## src/rtl/seq_match_pkg.sv

```systemverilog
// Shared types and reset defaults for the serial pattern-match controller.
package seq_match_pkg;
   typedef enum logic [1:0] {IDLE, RUN, DONE} state_t;

   localparam int          MAX_LEN_DEF = 8;
   localparam logic [15:0] DEF_PATTERN = 16'b0110;
   localparam int          DEF_LEN     = 4;
   localparam logic        DEF_OVERLAP = 1'b1;
   localparam int          DEF_THRESH  = 0;
endpackage

```

## src/rtl/seq_match_core.sv

```systemverilog
// Bit-history shift register with fill tracking and length-masked pattern compare.
module seq_match_core
   import seq_match_pkg::*;
#(
   parameter int MAX_LEN = MAX_LEN_DEF,
   parameter int LEN_W   = $clog2(MAX_LEN) + 1
) (
   input  logic               clk,
   input  logic               rst,
   input  logic               clear,
   input  logic               shift,
   input  logic               data_bit,
   input  logic [MAX_LEN-1:0] pattern,
   input  logic [LEN_W-1:0]   len,
   input  logic               overlap,
   output logic               hit
);
   localparam logic [LEN_W-1:0] MAX_L = LEN_W'(MAX_LEN);

   logic [MAX_LEN-1:0] hist, next_hist, mask;
   logic [LEN_W-1:0]   fill, fill_inc;

   // hit looks at the history including the bit being shifted this cycle
   always_comb begin
      next_hist = {hist[MAX_LEN-2:0], data_bit};
      fill_inc  = (fill == MAX_L) ? fill : fill + LEN_W'(1);
      mask      = '0;
      for (int i = 0; i < MAX_LEN; i++) mask[i] = (i < int'(len));
      hit = shift && (fill_inc >= len) && (((next_hist ^ pattern) & mask) == '0);
   end

   always_ff @(posedge clk or posedge rst) begin
      if (rst) begin
         hist <= '0;
         fill <= '0;
      end else if (clear) begin
         hist <= '0;
         fill <= '0;
      end else if (shift) begin
         hist <= next_hist;
         fill <= (hit && !overlap) ? '0 : fill_inc;
      end
   end
endmodule

```

## src/rtl/seq_match_ctrl.sv

```systemverilog
// Pattern-detect controller: config handshake, run/stop FSM, match counter and threshold irq.
module seq_match_ctrl
   import seq_match_pkg::*;
#(
   parameter int MAX_LEN = MAX_LEN_DEF,
   parameter int LEN_W   = $clog2(MAX_LEN) + 1,
   parameter int CNT_W   = 8
) (
   input  logic               clk,
   input  logic               rst,
   input  logic               cfg_valid,
   output logic               cfg_ready,
   input  logic [MAX_LEN-1:0] cfg_pattern,
   input  logic [LEN_W-1:0]   cfg_len,
   input  logic               cfg_overlap,
   input  logic [CNT_W-1:0]   cfg_thresh,
   output logic               cfg_err,
   input  logic               start,
   input  logic               stop,
   input  logic               in_valid,
   input  logic               in_bit,
   output logic               match,
   output logic [CNT_W-1:0]   match_cnt,
   output logic               irq,
   input  logic               irq_clr,
   output logic               busy
);
   localparam logic [LEN_W-1:0] MAX_L = LEN_W'(MAX_LEN);

   state_t             state;
   logic [MAX_LEN-1:0] pattern;
   logic [LEN_W-1:0]   len;
   logic               overlap;
   logic [CNT_W-1:0]   thresh, cnt_inc;
   logic               clear, shift, hit, len_ok, irq_set;

   assign cfg_ready = (state == IDLE);
   assign busy      = (state != IDLE);

   // stop outranks in_valid, and a config write outranks start
   always_comb begin
      clear   = (state == IDLE) && start && !cfg_valid;
      shift   = (state == RUN) && in_valid && !stop;
      len_ok  = (cfg_len != '0) && (cfg_len <= MAX_L);
      cnt_inc = (match_cnt == '1) ? match_cnt : match_cnt + CNT_W'(1);
      irq_set = hit && (thresh != '0) && (cnt_inc == thresh);
   end

   seq_match_core #(.MAX_LEN(MAX_LEN), .LEN_W(LEN_W)) u_core (
      .clk      (clk),
      .rst      (rst),
      .clear    (clear),
      .shift    (shift),
      .data_bit (in_bit),
      .pattern  (pattern),
      .len      (len),
      .overlap  (overlap),
      .hit      (hit)
   );

   always_ff @(posedge clk or posedge rst) begin
      if (rst) begin
         state     <= IDLE;
         pattern   <= DEF_PATTERN[MAX_LEN-1:0];
         len       <= LEN_W'(DEF_LEN);
         overlap   <= DEF_OVERLAP;
         thresh    <= CNT_W'(DEF_THRESH);
         cfg_err   <= 1'b0;
         match     <= 1'b0;
         match_cnt <= '0;
         irq       <= 1'b0;
      end else begin
         cfg_err <= 1'b0;
         match   <= 1'b0;
         if (irq_set) irq <= 1'b1;
         else if (irq_clr) irq <= 1'b0;
         unique case (state)
            IDLE: begin
               if (cfg_valid) begin
                  if (len_ok) begin
                     pattern <= cfg_pattern;
                     len     <= cfg_len;
                     overlap <= cfg_overlap;
                     thresh  <= cfg_thresh;
                  end else begin
                     cfg_err <= 1'b1;
                  end
               end else if (start) begin
                  state     <= RUN;
                  match_cnt <= '0;
               end
            end
            RUN: begin
               if (stop) begin
                  state <= IDLE;
               end else if (hit) begin
                  match     <= 1'b1;
                  match_cnt <= cnt_inc;
                  if (irq_set) state <= DONE;
               end
            end
            DONE: begin
               if (irq_clr || stop) state <= IDLE;
            end
            default: state <= IDLE;
         endcase
      end
   end
endmodule

```

## config.mk

```make
export PLATFORM = sky130hd
export DESIGN_NAME = seq_match_ctrl
export DESIGN_NICKNAME = d
export VERILOG_FILES = /design/src/rtl/seq_match_pkg.sv /design/src/rtl/seq_match_core.sv /design/src/rtl/seq_match_ctrl.sv
export SDC_FILE = /design/constraint.sdc
export NUM_CORES = 1
export LEC_CHECK = 0
export ABC_AREA = 1
export CAP_MARGIN = 20
export CORE_MARGIN = 8
export CORE_UTILIZATION = 50
export CTS_CLUSTER_SIZE = 40
export DETAILED_ROUTE_END_ITERATION = 10
export PLACE_DENSITY = 0.8
export SETUP_SLACK_MARGIN = 0.4
export SLEW_MARGIN = 5
export SYNTH_ARGS = -nofsm -noshare
export SYNTH_HDL_FRONTEND = slang
export SYNTH_SLANG_ARGS = --single-unit
```

## constraint.sdc

```tcl
create_clock -name clk -period 4.35 [get_ports clk]
set_clock_uncertainty 0.1 [all_clocks]
set_input_delay 0.6525 -clock clk [delete_from_list [all_inputs] [get_ports clk]]
set_output_delay 0.6525 -clock clk [all_outputs]
set_load 0.03 [all_outputs]
```

After elaboration in Yosys (flattened, before gate mapping)
Cells that the tools add are included.
- add/sub/neg operators: 2
- order comparisons: 10
- equality and inequality tests: 12
- muxes and demuxes: 27
- bitwise operators: 2
- reductions and logical operators: 25
- operators with widths (operator ; number):
    8-bit two-way mux ; 5
    3-bit by 4-bit less-than comparator with 1-bit output, first input constant ; 4
    4-bit two-way mux ; 4
    8-bit one-hot mux with 2 select lines ; 1
    7-bit two-way mux ; 2
    2-bit two-way mux ; 6
    1-bit logical AND ; 10
    5-bit AND reduction ; 2
    8-bit by 1-bit adder with 8-bit output, second input constant ; 1
    8-bit AND ; 1
    8-bit == test ; 1
    8-bit == test, second input constant ; 1
    8-bit logical NOT ; 1
    1-bit by 4-bit less-than comparator with 1-bit output, first input constant ; 2
    2-bit by 4-bit less-than comparator with 1-bit output, first input constant ; 2
    1-bit two-way mux ; 8
    2-bit inequality test, second input constant ; 4
    2-bit nonzero test ; 4
    8-bit nonzero test ; 1
    8-bit bitwise XOR ; 1
    3-bit inequality test, second input constant ; 2
    2-bit one-hot mux with 3 select lines ; 1
    4-bit by 1-bit adder with 4-bit output, second input constant ; 1
    4-bit == test, second input constant ; 1
    10 further kinds ; 12
- flip-flop bits (word level): 45
- output and inout port bits: 13
- word-level logic and storage cells: 89

Logic depth before layout (Yosys ltp)
Gate-level depths: netlist of the first run.
- word-level depth: 11
- gate-level depth with buffers: 15
- depth with buffers taken out: 14

Modules after synthesis
Synthesis of the first run repeated with hierarchy kept, for this count alone.
- cells, all modules: 360
- area, all modules: 2720.1 um^2
- by module, submodules not included (module ; instances ; cells an instance ; area each (um^2) ; sequential area each (um^2)):
    seq_match_ctrl ; 1 ; 227 ; 1860.5 ; 855.8
    seq_match_core ; 1 ; 133 ; 859.6 ; 275.3

Worst setup path before layout of the first run
Ideal clock, no wire load.
- path type: register to register
- start: reg state[0]
- end: reg len[0]
- arrival time: 1949 ps
- slack: 2176 ps
- stages on the path, launching flop included: 7
- buffers on the path: 1
- clock period less this slack: 2174 ps
- cells stage by stage: dfrtp_1 -> nor2_1 -> inv_1 -> nor2_1 -> nand3_1 -> buf_2 -> mux2_2
- longest elaborated chain between the ends: 2
- RTL lines (element ; RTL line ; RTL):
    start: declaration ; seq_match_ctrl.sv:30 ; state_t state;
    start signal: assignment ; seq_match_ctrl.sv:63 ; state <= IDLE;
    start signal: assignment ; seq_match_ctrl.sv:89 ; state <= RUN;
    start signal: assignment ; seq_match_ctrl.sv:95 ; state <= IDLE;
    2-bit logical NOT ; n/a ;
    via cfg_ready ; seq_match_ctrl.sv:12 ; output logic cfg_ready,
    3-bit AND reduction (no line) ; n/a ;
    end signal: assignment ; seq_match_ctrl.sv:65 ; len <= LEN_W'(DEF_LEN);
    end signal: assignment ; seq_match_ctrl.sv:82 ; len <= cfg_len;
    end: declaration ; seq_match_ctrl.sv:32 ; logic [LEN_W-1:0] len;
The timed path passes the listed nets, and every way through them passes these cells.
A chain may end at the register's enable or synchronous reset.

Final worst setup path of the first run
- start: reg u_core.fill[0]
- end: reg match_cnt[5]
- longest elaborated chain between the ends: 7
- elaborated cells on any way between the ends: 8
- those cells by class: add/sub: 1; order compare: 1; eq/ne: 2; mux: 1; reduce/logical: 3
- RTL lines (element ; RTL line ; RTL):
    start: declaration ; seq_match_core.sv:21 ; logic [LEN_W-1:0] fill, fill_inc;
    start signal: assignment ; seq_match_core.sv:41 ; fill <= (hit && !overlap) ? '0 : fill_inc;
    4-bit by 1-bit adder with 4-bit output / 4-bit == test (equally long branches) ; seq_match_core.sv:26 ; fill_inc = (fill == MAX_L) ? fill : fill + LEN_W'(1);
    4-bit two-way mux * ; seq_match_core.sv:26 ;
    4-bit greater-or-equal comparator * ; seq_match_core.sv:29 ; hit = shift && (fill_inc >= len) && (((next_hist ^ pattern) & mask) == '0);
    1-bit logical AND * (2 in a row) ; seq_match_core.sv:29 ;
    2-bit inequality test (no line) * ; n/a ;
    5-bit AND reduction (no line) * ; n/a ;
    end signal: assignment ; seq_match_ctrl.sv:98 ; match_cnt <= cnt_inc;
    end: declaration ; seq_match_ctrl.sv:23 ; output logic [CNT_W-1:0] match_cnt,
Mark *: on every way between the ends. The rest lies on a longest branch, timed or not.

==> impl_metrics.json, run 1 <==
{
  "outcome": "finished, final reports clean",
  "synth_common_cells": "nand2_1 (93), inv_1 (50), dfrtp_1 (41)",
  "cp_common_cell": "nand3_1",
  "synth_xor_xnor_area_share": 0.0201,
  "synthAdderAreaFrac": 0.0335,
  "portBuffers": 41,
  "first_pass_iters": 4,
  "drive_gt1_frac": 0.0863,
  "diodes": 0,
  "synth.area.top_cells": "dfrtp_1 (39%), nand2_1 (13%), nand3_1 (7.5%), inv_1 (7.2%), nor2_1 (5.3%)",
  "cts.reportedPaths.clkPinSlew_ns": 0.09,
  "dp_cells": 456,
  "ys_seq_area_frac": 0.432,
  "multiInputGateArea_um2": 1260,
  "numCtsBuffers": 5,
  "crit_fanout": 16,
  "relSlewSlack": 0.610,
  "grt_max_degree": 46,
  "clk_path_buf_depth": 2,
  "area_delta_synth_final_pct": 22.7,
  "die_w_um": 88.4,
  "worst_ir_drop_vdd_v": 0.000233,
  "avgSynthCellArea_um2": 7.52,
  "yosysTopAreaCellShare": 0.392,
  "synth.mux.area_fraction": 0.0172,
  "final.setup.tns_ns": 0,
  "rsz0062_at_grt": "no",
  "setup_viol": 0,
  "synth_top_area_cell": "dfrtp_1",
  "antenna_found_initial": 0,
  "cellPowerDensity_nw_per_um2": 365,
  "core_um2": 5070,
  "ant_nets": 0,
  "insertion_delay_ns": 0.30,
  "die-area_um2": 7810,
  "critPathTopFamily": "simple AND/OR/NAND/NOR gates",
  "drt_first_iter_violations": 183,
  "criticalPathCategory": "flop to flop",
  "finalNetCount": 429,
  "cp.required_ns": 4.42,
  "via_per_inst": 4.98,
  "synthFlopType": "dfrtp_1",
  "wirelength_um": 5890,
  "overflow": 0,
  "cts_root_buf": "clkbuf_8",
  "drv_cap": 0,
  "path_depth": 14,
  "syn-cell-area_um2": 2620,
  "cp-startpoint": "u_core.fill[0]$_DFFE_PP0P_",
  "fin_crit_sh": 0.574,
  "drcViolationCount": 0,
  "synth_simple_gate_area_share": 0.311,
  "hold_viol_final": 0,
  "startpoint_type": "flop",
  "synth_top_family_by_area": "simple AND/OR/NAND/NOR gates",
  "drv_slew": 0,
  "async_flop_share": 1.00,
  "crit_slowest_cell": "dfrtp_1",
  "die-height_um": 88.4,
  "hold_depth": 2,
  "setup_ws_ns": 1.85,
  "fin_crit_ns": 2.50,
  "synth_edf_count": 0,
  "vias": 2313,
  "final-instance-count-excl-fill": 464,
  "yosysWarningCount": 0,
  "critical_path.cell_chain": "inv_1 > ha_1 > nand3_1 > xor2_1 > inv_1 > ha_1 > o21bai_1 > nand3_1 > nand3_1 > nand2_1 > o21ai_1 > nand2_2 > nand2_1 > o21ai_2",
  "ys_ff_latch": 45,
  "synth_cells": 348,
  "cts_htree_levels": 2,
  "synth.distinct_cells": 29,
  "synth_compound_area_frac": 0.0989,
  "grt_pass1_wl_um": 10100,
  "gp_congestion": 0.868,
  "yosysMostFrequentCell": "nand2_1",
  "fmax_mhz": 401,
  "cts_hold_buf": 0,
  "timing.rr.start": "u_core.fill[0]$_DFFE_PP0P_",
  "r2r_setup_slack_ns": 1.85,
  "cp.arrival_ns": 2.57,
  "fillers": 476,
  "cts_tree": "built",
  "pre_cts_slack_ns": 1.64,
  "slowest_delay_ns": 0.43,
  "io-pin-count": 42,
  "worstSetupEndpoint": "match_cnt[5]$_DFFE_PP0P_",
  "min_path_type": "flop to flop",
  "r2r-end": "match_cnt[5]$_DFFE_PP0P_",
  "start_util": 0.516,
  "wl_per_cell_um": 12.7,
  "cts_sinks": 45,
  "grt_pass1_vias": 2275,
  "leakagePower_uw": 0.00155,
  "cp-end-kind": "flop",
  "syn-num-nets": 384,
  "reg2regPathDepth": 14,
  "dp_hpwl_um": 4600,
  "regArea_um2": 1130,
  "post_cts.repair.setup_buffers": 0,
  "cts_resized": 0,
  "crit_buf_inv": 2,
  "rows": 26,
  "tightest_slew_ns": 0.582,
  "track_usage": 0.163
}
## cell usage in the layout, fill, tap and decap left out, types with 2 or more instances in the layout
cell,netlist,final
clkbuf_8,0,6
dfrtp_1,41,41
clkdlybuf4s50_1,0,41
dfstp_2,4,4
inv_1,50,49
nand4_1,3,3
xnor2_1,2,2
a21oi_1,17,17
nor2_4,2,2
nand2_1,93,93
o21ai_1,2,2
mux2_2,4,4
buf_4,0,2
nand3b_1,3,3
nor2_1,37,37
o21bai_1,2,2
o22ai_1,7,7
nor3_1,3,3
ha_1,7,7
o21ai_2,8,8
clkinv_1,1,2
xor2_1,4,4
nand2_2,3,3
o21ai_0,7,7
nand3_1,39,39
## registers in the layout, summed over array words and instances, names as in the netlist
name and flops:
state 2, pattern 8, irq 1, len 4
match 1, u_core.hist 7, match_cnt 8, cfg_err 1
thresh 8, overlap 1, u_core.fill 4
## layer usage
layer,GRT usage,share of wire
met3,0.0353,0.056
met4,0.0538,0.012
met5,0,0
met1,0.229,0.51
met2,0.242,0.42
## worst min path at each step
stage	from	endpoint
after floorplan	overlap$_DFFE_PP1P_	overlap$_DFFE_PP1P_
after global placement	overlap$_DFFE_PP1P_	overlap$_DFFE_PP1P_
after detailed placement	overlap$_DFFE_PP1P_	overlap$_DFFE_PP1P_
after CTS	overlap$_DFFE_PP1P_	overlap$_DFFE_PP1P_
after global routing	overlap$_DFFE_PP1P_	overlap$_DFFE_PP1P_
final	overlap$_DFFE_PP1P_	overlap$_DFFE_PP1P_
## report_power, final
part,total [uW],internal (uW),switching [uW],leakage (uW)
sequential,528,479,49.0,0.000561
combinational,320,133,187,0.000931
clock,325,187,138,0.0000585
## cells by family after synthesis
kind of cell	after synthesis
muxes	4
DFF	45
adders and majority gates	7
xor gates and xnor gates	6
and+or+nand+nor	187
AOI/OAI and AO/OA	43
buffers and inverters	56
## cell type report
type,count,area share
clock buffers,7,0.0269
repair buffers,43,0.133
multi-input cells,247,0.392
inverters,51,0.0596
well taps,70,0.0273
clock inverters,1,0.00935
flip-flops and latches,45,0.352
## worst min-delay path, cell delays in order, from the launching register on
cell     delay (ns)
dfstp_2        0.37
inv_1          0.06
a21oi_1        0.06
## per-stage QoR
step                      power (uW)  hold slack (ns)   util  area (um^2)
after CTS                       1180            0.384  0.633         3210
final                           1170            0.386  0.633         3210
after global placement           842            0.368  0.610         3090
after floorplan                  752            0.351      -         2620
after global routing            1250            0.418  0.633         3210
after detailed placement         852            0.371  0.610         3090
Note: power is estimated with default switching activity, not from simulation.
==> run 2: changes to the inputs <==
==> constraint.sdc (replaced) <==
create_clock -name clk -period 2.55 [get_ports clk]
set_clock_uncertainty 0.1 [all_clocks]
set_input_delay 0.3825 -clock clk [delete_from_list [all_inputs] [get_ports clk]]
set_output_delay 0.3825 -clock clk [all_outputs]
set_load 0.03 [all_outputs]
==> impl_metrics.json, run 2 (same netlist as run 1, synthesis figures left out) <==
{
  "ant_nets": 0,
  "power.share.clock": 0.254,
  "final_common_cell": "nand2_1",
  "pwr-share-seq": 0.427,
  "via_per_inst": 5.28,
  "numCtsBuffers": 5,
  "r2r_setup_slack_ns": 0.09,
  "gp_congestion": 0.880,
  "core_um2": 5070,
  "cts_root_buf": "clkbuf_8",
  "reg2regPathDepth": 14,
  "min_path_type": "input pin to async pin",
  "io-pin-count": 42,
  "cp-startpoint": "u_core.fill[1]$_DFFE_PP0P_",
  "cts_sinks": 45,
  "rsz0062_at_grt": "yes",
  "die-height_um": 88.4,
  "final-instance-count-excl-fill": 474,
  "wirelength_um": 6840,
  "dp_cells": 459,
  "drv_cap": 0,
  "power.share.combinational": 0.319,
  "setup_viol": 0,
  "p_sw_frac": 0.343,
  "cts.reportedPaths.clkPinSlew_ns": 0.08,
  "most-common-layout-cells": "nand2_1 (83), inv_1 (46), dfrtp_1 (41)",
  "antenna_found_initial": 0,
  "clk_path_buf_depth": 2,
  "grt_pass1_wl_um": 11400,
  "switching_power_uw": 723,
  "hold_viol_final": 0,
  "grt_max_degree": 30,
  "crit_fanout": 8,
  "dp_hpwl_um": 4880,
  "portBuffers": 41,
  "drt_first_iter_violations": 186,
  "die_w_um": 88.4,
  "start_util": 0.516,
  "drcViolationCount": 0,
  "outcome": "finished, final reports clean",
  "cts_htree_levels": 2,
  "die-area_um2": 7810,
  "diodes": 0,
  "area_delta_synth_final_pct": 32.0,
  "vias": 2501,
  "rows": 26,
  "first_pass_iters": 4,
  "cp.required_ns": 2.64,
  "fillers": 444,
  "drive_gt1_frac": 0.186,
  "final.setup.tns_ns": 0,
  "grt_pass1_vias": 2441,
  "criticalPathCategory": "flop to flop",
  "finalNetCount": 439,
  "fin_crit_sh": 0.964,
  "worstSetupEndpoint": "match_cnt[3]$_DFFE_PP0P_",
  "cp-end-kind": "flop",
  "cts_tree": "built",
  "final_util": 0.681,
  "reg_top3": "match_cnt: 8 flops, pattern: 8 flops, thresh: 8 flops",
  "fmax_mhz": 407,
  "track_usage": 0.186,
  "relSlewSlack": 0.588,
  "fin_crit_ns": 2.46,
  "cp.arrival_ns": 2.55,
  "startpoint_type": "flop",
  "wl_per_cell_um": 14.4,
  "worst_ir_drop_vdd_v": 0.000376,
  "insertion_delay_ns": 0.30,
  "r2r-end": "match_cnt[3]$_DFFE_PP0P_",
  "tightest_slew_ns": 0.615,
  "intPower_uw": 1390,
  "cellPowerDensity_nw_per_um2": 611,
  "timing.rr.start": "u_core.fill[1]$_DFFE_PP0P_",
  "drv_slew": 0,
  "leakagePower_uw": 0.00166,
  "overflow": 0
}
==> run 2: cell type report <==
type                    count  area (um^2)  share of cell area
flip-flops and latches     45         1130               0.327
clock buffers               6         72.6              0.0210
well taps                  70         87.6              0.0254
multi-input cells         248         1440               0.415
repair buffers             52          502               0.145
clock inverters             2         35.0              0.0101
inverters                  51          191              0.0554
==> run 2: critical path, cell delays in order, from the launching register on <==
cell	delay (ns)
dfrtp_1	0.40
inv_2	0.09
ha_4	0.15
nand3_4	0.09
xor2_4	0.18
inv_2	0.05
ha_2	0.16
o21bai_1	0.20
nand3_1	0.17
nand3_2	0.13
nand2_4	0.08
o21ai_4	0.24
nand2_4	0.15
nand2_2	0.10
o21ai_2	0.06
==> run 2: how the worst min path moves through the flow <==
stage,from,endpoint,slack (ns),cells after the start
4_1_cts,rst,thresh[4]$_DFFE_PP0P_,0.16,2
2_1_floorplan,overlap$_DFFE_PP1P_,overlap$_DFFE_PP1P_,0.35,2
6_report,rst,thresh[4]$_DFFE_PP0P_,0.15,2
3_3_place_gp,overlap$_DFFE_PP1P_,overlap$_DFFE_PP1P_,0.37,2
3_5_place_dp,pattern[2]$_DFFE_PP1P_,pattern[2]$_DFFE_PP1P_,0.38,2
5_1_grt,rst,thresh[7]$_DFFE_PP0P_,0.15,2
==> run 2: power by group through the flow <==
stage	logic [uW]	clock network (uW)	registers (uW)
after floorplan	379	0	906
after global routing	748	577	913
final	674	536	900
after global placement	532	0	906
after detailed placement	551	0	912
after CTS	624	541	896
==> run 2: per-stage QoR <==
stage / hold slack (ns) / worst slack (ns) / instance area [um^2] / power, uW
after floorplan: 0.351 / 0.400 / 2620 / 1290
after global placement: 0.370 / 0.210 / 3120 / 1440
after detailed placement: 0.378 / 0.0757 / 3120 / 1460
after CTS: 0.157 / 0.223 / 3380 / 2060
after global routing: 0.154 / 0.0222 / 3450 / 2240
final: 0.150 / 0.0907 / 3450 / 2110
==> run 2: repair_timing <==
action	4_1_cts	5_1_grt
hold buffers	0	0
cloned	1	0
setup buffers	5	1
gates resized for setup	29	17
pin swaps	13	19
endpoints found under the setup margin	15	18
==> run 2: layer usage <==
layer	up-vias	track usage	wire [um]
met5	-	0	0
met4	0	0.0661	205
met3	22	0.0362	419
met1	1157	0.253	3040
met2	101	0.286	3170
li1	1221	-	-
==> run 3: changes to the inputs <==
--- a/config.mk
+++ b/config.mk
@@ -9,7 +9,7 @@
 export CAP_MARGIN = 20
 export CORE_MARGIN = 8
 export CORE_UTILIZATION = 50
-export CTS_CLUSTER_SIZE = 40
+export CTS_CLUSTER_SIZE = 20
 export DETAILED_ROUTE_END_ITERATION = 10
 export PLACE_DENSITY = 0.8
 export SETUP_SLACK_MARGIN = 0.4
==> results of run 3 <==
The final DEF is identical to that of run 2; final timing and power are the same.
